`src/rtl/rob_reorder_buf_pkg.sv`:
```
// -----------------------------------------------------------------------------
// rob_reorder_buf_pkg
// Shared defaults and types for the reorder buffer and its head timer.
//   ROB_SIZE_DEF / AWIDTH_DEF / DWIDTH_DEF / NRSP_DEF / TIMEOUT_DEF : defaults
//   addr_t      : request address at the default width
//   rob_entry_t : one ROB entry {busy, done, err, addr, data} at default widths
// -----------------------------------------------------------------------------
package rob_reorder_buf_pkg;

  localparam int ROB_SIZE_DEF = 16;
  localparam int AWIDTH_DEF   = 4;
  localparam int DWIDTH_DEF   = 32;
  localparam int NRSP_DEF     = 2;
  localparam int TIMEOUT_DEF  = 200;

  typedef logic [AWIDTH_DEF-1:0] addr_t;

  typedef struct packed {
    logic                  busy;
    logic                  done;
    logic                  err;
    addr_t                 addr;
    logic [DWIDTH_DEF-1:0] data;
  } rob_entry_t;

endpackage

```
`src/rtl/rob_head_timer.sv`:
```
// -----------------------------------------------------------------------------
// rob_head_timer
// Counts consecutive cycles the ROB head spends waiting for its response and
// pulses expire on the cycle the wait reaches TIMEOUT cycles.
//   clk, rst_n : clock, asynchronous active-low reset
//   run        : head is busy and not yet done
//   clear      : head is retiring this cycle (head pointer changes)
//   expire     : combinational, high in the last permitted waiting cycle
// Only instantiated when ROB_TIMEOUT_EN is defined.
// -----------------------------------------------------------------------------
module rob_head_timer
  import rob_reorder_buf_pkg::*;
#(
  parameter int TIMEOUT = TIMEOUT_DEF
) (
  input  logic clk,
  input  logic rst_n,
  input  logic run,
  input  logic clear,
  output logic expire
);

  localparam int CW = $clog2(TIMEOUT + 1);

  logic [CW-1:0] cnt_q;

  // cnt_q holds the number of completed waiting cycles; the edge that ends
  // waiting cycle number TIMEOUT is the one that forces the head done.
  assign expire = run && (cnt_q == CW'(TIMEOUT - 1));

  always_ff @(posedge clk or negedge rst_n) begin
    if (!rst_n) begin
      cnt_q <= '0;
    end else if (clear || !run || expire) begin
      cnt_q <= '0;
    end else begin
      cnt_q <= cnt_q + 1'b1;
    end
  end

endmodule

```
`src/rtl/rob_reorder_buf.sv`:
```
// -----------------------------------------------------------------------------
// rob_reorder_buf
// Reorder buffer between one in-order request source and an out-of-order
// memory. Each accepted request gets its ROB slot as tag, up to NRSP tagged
// responses are absorbed per cycle, and results retire strictly in order.
//   req_*        : upstream request handshake and address
//   mem_req_*    : forwarded request (combinational), tag = allocated slot
//   mem_rsp_*    : NRSP response ports, packed per port, always accepted
//   out_*        : in-order result handshake (addr, data, timeout flag)
//   rsp_err      : sticky, set by a stray or duplicate response
//   count        : occupied entries
// Optional feature macro: ROB_TIMEOUT_EN (head-of-line timeout; without it
// out_err is always 0 and entries wait indefinitely).
// -----------------------------------------------------------------------------
module rob_reorder_buf
  import rob_reorder_buf_pkg::*;
#(
  parameter  int ROB_SIZE = ROB_SIZE_DEF,
  parameter  int AWIDTH   = AWIDTH_DEF,
  parameter  int DWIDTH   = DWIDTH_DEF,
  parameter  int NRSP     = NRSP_DEF,
  parameter  int TIMEOUT  = TIMEOUT_DEF,
  localparam int TWIDTH   = $clog2(ROB_SIZE)
) (
  input  logic                   clk,
  input  logic                   rst_n,
  input  logic                   req_valid,
  output logic                   req_ready,
  input  logic [AWIDTH-1:0]      req_addr,
  output logic                   mem_req_valid,
  input  logic                   mem_req_ready,
  output logic [AWIDTH-1:0]      mem_req_addr,
  output logic [TWIDTH-1:0]      mem_req_tag,
  input  logic [NRSP-1:0]        mem_rsp_valid,
  input  logic [NRSP*TWIDTH-1:0] mem_rsp_tag,
  input  logic [NRSP*DWIDTH-1:0] mem_rsp_data,
  output logic                   out_valid,
  input  logic                   out_ready,
  output logic [AWIDTH-1:0]      out_addr,
  output logic [DWIDTH-1:0]      out_data,
  output logic                   out_err,
  output logic                   rsp_err,
  output logic [TWIDTH:0]        count
);

  // Parameter sanity, caught at elaboration.
  if (ROB_SIZE < 2 || (ROB_SIZE & (ROB_SIZE - 1)) != 0) begin : g_bad_rob_size
    $error("rob_reorder_buf: ROB_SIZE must be a power of two >= 2");
  end
  if (NRSP < 1) begin : g_bad_nrsp
    $error("rob_reorder_buf: NRSP must be >= 1");
  end
  if (TIMEOUT < 1) begin : g_bad_timeout
    $error("rob_reorder_buf: TIMEOUT must be >= 1");
  end

  typedef struct packed {
    logic              busy;
    logic              done;
    logic              err;
    logic [AWIDTH-1:0] addr;
    logic [DWIDTH-1:0] data;
  } entry_t;

  // ---------------------------------------------------------------------------
  // State
  // ---------------------------------------------------------------------------
  logic [TWIDTH-1:0]   head_q;
  logic [TWIDTH-1:0]   tail_q;
  logic [TWIDTH:0]     count_q;
  logic [ROB_SIZE-1:0] busy_q;
  logic [ROB_SIZE-1:0] done_q;
  logic [ROB_SIZE-1:0] err_q;
  logic [AWIDTH-1:0]   addr_mem [ROB_SIZE];
  logic [DWIDTH-1:0]   data_mem [ROB_SIZE];
  logic                rsp_err_q;

  // ---------------------------------------------------------------------------
  // Request / retire handshakes
  // ---------------------------------------------------------------------------
  logic   full;
  logic   alloc;
  logic   retire;
  entry_t head_entry;

  // Built from the registered count only: a retire this cycle frees its slot
  // for allocation next cycle, keeping the ready path short.
  assign full = (count_q == (TWIDTH + 1)'(ROB_SIZE));

  // Handshakes are held off while reset is asserted.
  assign mem_req_valid = rst_n && req_valid && !full;
  assign req_ready     = rst_n && mem_req_ready && !full;
  assign mem_req_addr  = req_addr;
  assign mem_req_tag   = tail_q;
  assign alloc         = req_valid && req_ready;

  assign head_entry = {busy_q[head_q], done_q[head_q], err_q[head_q],
                       addr_mem[head_q], data_mem[head_q]};

  assign out_valid = head_entry.busy && head_entry.done;
  assign out_addr  = head_entry.addr;
  assign out_data  = head_entry.data;
  // err_q can only be set by the timeout path, so this is 0 in builds
  // without ROB_TIMEOUT_EN.
  assign out_err   = head_entry.err;
  assign retire    = out_valid && out_ready;

  assign rsp_err = rsp_err_q;
  assign count   = count_q;

  // ---------------------------------------------------------------------------
  // Response acceptance: a port is accepted when its slot is waiting and no
  // lower-indexed port targets the same slot this cycle.
  // ---------------------------------------------------------------------------
  logic [TWIDTH-1:0] rsp_tag  [NRSP];
  logic [DWIDTH-1:0] rsp_data [NRSP];
  logic [NRSP-1:0]   accept;
  logic              stray;
  logic              dup;

  always_comb begin
    // NOTE: every variable written here gets a default first, so no path can
    // leave it holding its old value and infer a latch.
    accept = '0;
    stray  = 1'b0;
    dup    = 1'b0;
    for (int i = 0; i < NRSP; i++) begin
      rsp_tag[i]  = mem_rsp_tag[i*TWIDTH +: TWIDTH];
      rsp_data[i] = mem_rsp_data[i*DWIDTH +: DWIDTH];
    end
    for (int i = 0; i < NRSP; i++) begin
      dup = 1'b0;
      for (int j = 0; j < i; j++) begin
        if (mem_rsp_valid[j] && (rsp_tag[j] == rsp_tag[i])) dup = 1'b1;
      end
      if (mem_rsp_valid[i]) begin
        if (busy_q[rsp_tag[i]] && !done_q[rsp_tag[i]] && !dup) accept[i] = 1'b1;
        else                                                   stray     = 1'b1;
      end
    end
  end

  // ---------------------------------------------------------------------------
  // Optional head-of-line timeout. A response arriving for the head in the
  // expiry cycle wins, so real data is never overwritten with a timeout.
  // ---------------------------------------------------------------------------
  logic timeout_fire;

`ifdef ROB_TIMEOUT_EN
  logic head_rsp;
  logic expire;

  always_comb begin
    head_rsp = 1'b0;
    for (int i = 0; i < NRSP; i++) begin
      if (accept[i] && (rsp_tag[i] == head_q)) head_rsp = 1'b1;
    end
  end

  rob_head_timer #(
    .TIMEOUT (TIMEOUT)
  ) u_head_timer (
    .clk    (clk),
    .rst_n  (rst_n),
    .run    (head_entry.busy && !head_entry.done),
    .clear  (retire),
    .expire (expire)
  );

  assign timeout_fire = expire && !head_rsp;
`else
  assign timeout_fire = 1'b0;
`endif

  // ---------------------------------------------------------------------------
  // Entry flags. Alloc hits tail and retire hits head; they can only be the
  // same slot when the ROB is empty or full, where one of them is blocked.
  // ---------------------------------------------------------------------------
  always_ff @(posedge clk or negedge rst_n) begin
    if (!rst_n) begin
      busy_q <= '0;
      done_q <= '0;
      err_q  <= '0;
    end else begin
      // NOTE: sequential state uses non-blocking assignments so every flop
      // samples pre-edge values regardless of statement order.
      if (retire) busy_q[head_q] <= 1'b0;
      if (alloc) begin
        busy_q[tail_q] <= 1'b1;
        done_q[tail_q] <= 1'b0;
        err_q[tail_q]  <= 1'b0;
      end
      if (timeout_fire) begin
        done_q[head_q] <= 1'b1;
        err_q[head_q]  <= 1'b1;
      end
      for (int i = 0; i < NRSP; i++) begin
        if (accept[i]) done_q[rsp_tag[i]] <= 1'b1;
      end
    end
  end

  // NOTE: the payload arrays are not reset; the busy/done flags qualify every
  // read, so reset only costs routing and blocks RAM inference.
  always_ff @(posedge clk) begin
    if (alloc)        addr_mem[tail_q] <= req_addr;
    if (timeout_fire) data_mem[head_q] <= '0;
    for (int i = 0; i < NRSP; i++) begin
      if (accept[i]) data_mem[rsp_tag[i]] <= rsp_data[i];
    end
  end

  // ---------------------------------------------------------------------------
  // Pointers, occupancy and sticky error
  // ---------------------------------------------------------------------------
  always_ff @(posedge clk or negedge rst_n) begin
    if (!rst_n) begin
      head_q    <= '0;
      tail_q    <= '0;
      count_q   <= '0;
      rsp_err_q <= 1'b0;
    end else begin
      if (alloc)  tail_q <= tail_q + 1'b1;
      if (retire) head_q <= head_q + 1'b1;
      case ({alloc, retire})
        2'b10:   count_q <= count_q + 1'b1;
        2'b01:   count_q <= count_q - 1'b1;
        default: count_q <= count_q;
      endcase
      if (stray) rsp_err_q <= 1'b1;
    end
  end

endmodule

```
`config.mk`:
```
export PLATFORM = sky130hd
export DESIGN_NAME = rob_reorder_buf
export DESIGN_NICKNAME = d
export VERILOG_FILES = /design/src/rtl/rob_reorder_buf_pkg.sv /design/src/rtl/rob_head_timer.sv /design/src/rtl/rob_reorder_buf.sv
export SDC_FILE = /design/constraint.sdc
export NUM_CORES = 1
export LEC_CHECK = 0
export ABC_AREA = 1
export CAP_MARGIN = 20
export CELL_PAD_IN_SITES_DETAIL_PLACEMENT = 1
export CELL_PAD_IN_SITES_GLOBAL_PLACEMENT = 2
export CORE_AREA = 4 4 247 491
export CTS_CLUSTER_SIZE = 25
export DETAILED_ROUTE_END_ITERATION = 10
export DIE_AREA = 0 0 251 495
export PLACE_DENSITY = 0.7
export SYNTH_ARGS = -nofsm -noshare
export SYNTH_HDL_FRONTEND = slang
export SYNTH_SLANG_ARGS = --single-unit
```
`constraint.sdc`:
```
create_clock -name clk -period 4.1 [get_ports clk]
set_clock_uncertainty 0.15 [all_clocks]
set_input_delay 0.41 -clock clk [delete_from_list [all_inputs] [get_ports clk]]
set_output_delay 0.41 -clock clk [all_outputs]
set_load 0.1 [all_outputs]
```
==> qor.txt <==
Die X = 251 um
Leak = 0.0162 uW
Total CTS buffers = 67
Hold Path Depth = 3
F_max = 251 MHz
Number of library cell types mapped by synthesis = 29
Vias = 32837
Switching pwr = 8810 uW
Clock power frac = 29.8%
Slowest cell delay on critical path = 0.64 ns
Final worst path period need = 3.99 ns
Reg-to-reg startpoint = head_q[0]
Tcrit/Tclk final = 97.2%
Flop2flop setup slack = 0.66 ns
Post-layout power = 21800 uW
Total setup buffers inserted after CTS = 0
Commonest non-fill, non-tap cells in the layout = nand2_1 (1390), nand4_1 (577), edfxtp_1 (576), nor2_1 (391), o21ai_0 (321)
Number of core rows = 178
Htree depth = 3
Mapped Area = 35100 sq um
Top cell type's share of synthesized area = 49.3%
Top delay family on crit path = buffers and inverters
Final HPWL DP = 102000 um
Worst VDD drop = 0.458 mV
Cell Chain, Critical Path = inv_6, buf_16, o21ai_0, o22ai_1, nand2_1, nand4_1, buf_4
Crit path buf inv count = 3
Worst setup path startpoint = head_q[1]
Worst Reg-to-Reg Cells = 16
Routability cong. = 0.877
Sw Share = 40.4%
Layout cells sized above 1 = 8.40%
Crit-path slowest cell = dfrtp_4
Power Density = 535 nW/um^2
Antenna viol nets, final = 0
Starting Density = 29.9%
Worst path depth = 7
Clock Latency Late Sink = 0.66 ns
CTS Sinks = 638
Status = finished, final reports clean
RSZ-0062 raised after global routing = no
Vias in the first global route = 33929
Die H = 495 um
Total core area = 117000 sq um
Final hold viol count = 0
Warnings from Yosys = 0
Clk slew on worst S/H paths = 0.06 ns
Most common cell after layout, fill and taps aside = nand2_1
Drt total wl = 169000 um
# port buffers = 136
Avg Synthesized Cell Area = 8.28 sq um
Io pins = 137
Cells after DPL = 5571
Largest fanout on the critical path = 126
Data arrival, critical path = 3.43 ns
Post-Layout Cell Count = 5705
Worst-Margin Slew = 1.06 ns
Worst path required time = 3.54 ns
Top cells by area, synth = edfxtp_1 (49%), nand2_1 (15%), nand4_1 (10%), o21ai_0 (4.6%), dfrtp_1 (4.4%)
Initial antenna violation count = 18
Routed length per instance = 29.6 um
Final setup fails = 0
Mapped Cells = 4239
Min-Delay Path Class = input port to register
Setup TNS = 0 ns
Sequential area share after synthesis = 53.7%
Syn-to-layout area delta = 16.1%
Synth Net Count = 4333
Leading area contributor after synthesis = edfxtp_1
Initial DRC Count = 2605
Global-route wire length before repair = 242000 um
Total internal power = 13000 uW
DR vias/cell = 5.76
Max_slew headroom = 29.1%
Overflow after GRT = 0
Max Cap Viol = 0
End point of the critical path = out_data[1]
CP Launch Type = register
First-pass DRT Iterations = 5
Die area = 124000 sq um
Filler instances = 13521
RR Endpoint = count[4]
Slew Viols, Final = 0
CP Capture Type = output port
WS Path Type = register to output port
GRT Util Overall = 26.5%
Drc violations = 0
Ys async rst share = 9.72%
Pin count of the biggest net entering global routing = 161
Root buffer cell = clkbuf_16
Post-synth EDFFs = 576
Main flop type after synthesis = edfxtp_1
#FFs+latches synth = 638
CTS tree = yes
Comb pwr share = 34.3%
Seq pwr share = 36.0%
Nets = 4206
CTS max path bufs = 3
Core Util, Final = 34.8%
## repair_timing
item                       CTS  global route
hold endpoints to repair    15             0
hold buffers                 1             0
gates resized for setup      1             1
setup endpoints to repair    1             2
## synthesized netlist by cell type (all sizes together), types with 20 or more instances
library cell     n
a21oi           20
buf            194
clkbuf         287
dfrtp           62
edfxtp         576
inv            120
nand2         1407
nand3           69
nand4          586
nor2           413
o21ai          323
o22ai          144
## cell families (layout without fill, tap and decap cells)
family,count (synthesis),count (layout),share of synthesized area [%]
simple gates,2478,2478,31.1
compound gates,498,498,7.69
buf+inv,603,531,6.84
xor+xnor,11,11,0.274
other cells,0,8,0
fa+ha+maj,11,11,0.392
flops,638,638,53.7
## worst min-delay path by stage
stage	startpoint	end	slack, ns
global placement	err_q[2]	err_q[2]	0.32
CTS	mem_rsp_valid[1]	rsp_err	0.17
detailed placement	err_q[6]	err_q[6]	0.33
finish	mem_rsp_valid[1]	rsp_err	0.22
floorplan	rst_n	busy_q[0]	-0.04
global route	mem_rsp_valid[1]	rsp_err	0.22
## through the flow
stage	setup slack [ns]	hold slack (ns)	instance area [sq um]
2_1_floorplan	0.884	-0.0356	35100
3_3_place_gp	0.436	0.320	38500
3_5_place_dp	0.458	0.332	38500
4_1_cts	0.0123	0.171	40700
5_1_grt	0.0198	0.220	40800
6_report	0.113	0.222	40800
## flip-flops by register name (all words and copies together), names as in the netlist
signal       flops
addr_mem        64
busy_q          16
count            5
data_mem       512
done_q          16
err_q           16
head_q           4
mem_req_tag      4
rsp_err          1
## layout make-up
cell class,count,area (sq um),area share [%]
clock buffer,86,1830,4.49
timing repair buffer,285,3170,7.77
sequential,638,18900,46.2
antenna,8,20.0,0.0491
inverter,122,470,1.15
multi-input combinational,2998,14100,34.6
clock inverter,38,395,0.969
tap,1530,1910,4.69
## worst min-delay path, cell delays in order
cell	delay, ns
buf_8	0.29
a21oi_1	0.23
nand2_1	0.05
## power by group through the flow
stage	Combinational, uW	Clock, uW	Sequential (uW)
final	7480	6500	7850
after floorplan	4530	0	8050
after detailed placement	7480	0	7980
after global placement	7450	0	7980
after CTS	7500	6630	7850
after global routing	7990	6860	7880
## layer usage
layer	global-route usage (%)	wire length, um	vias to the layer above	part of all wire [%]
met2	48.5	88400	1221	52
met5	0	0	-	0
met4	13.8	9650	0	5.7
met1	30.1	62400	16769	37
li1	-	-	14473	-
met3	3.06	8350	374	4.9
(Power assumes the default switching activity.)
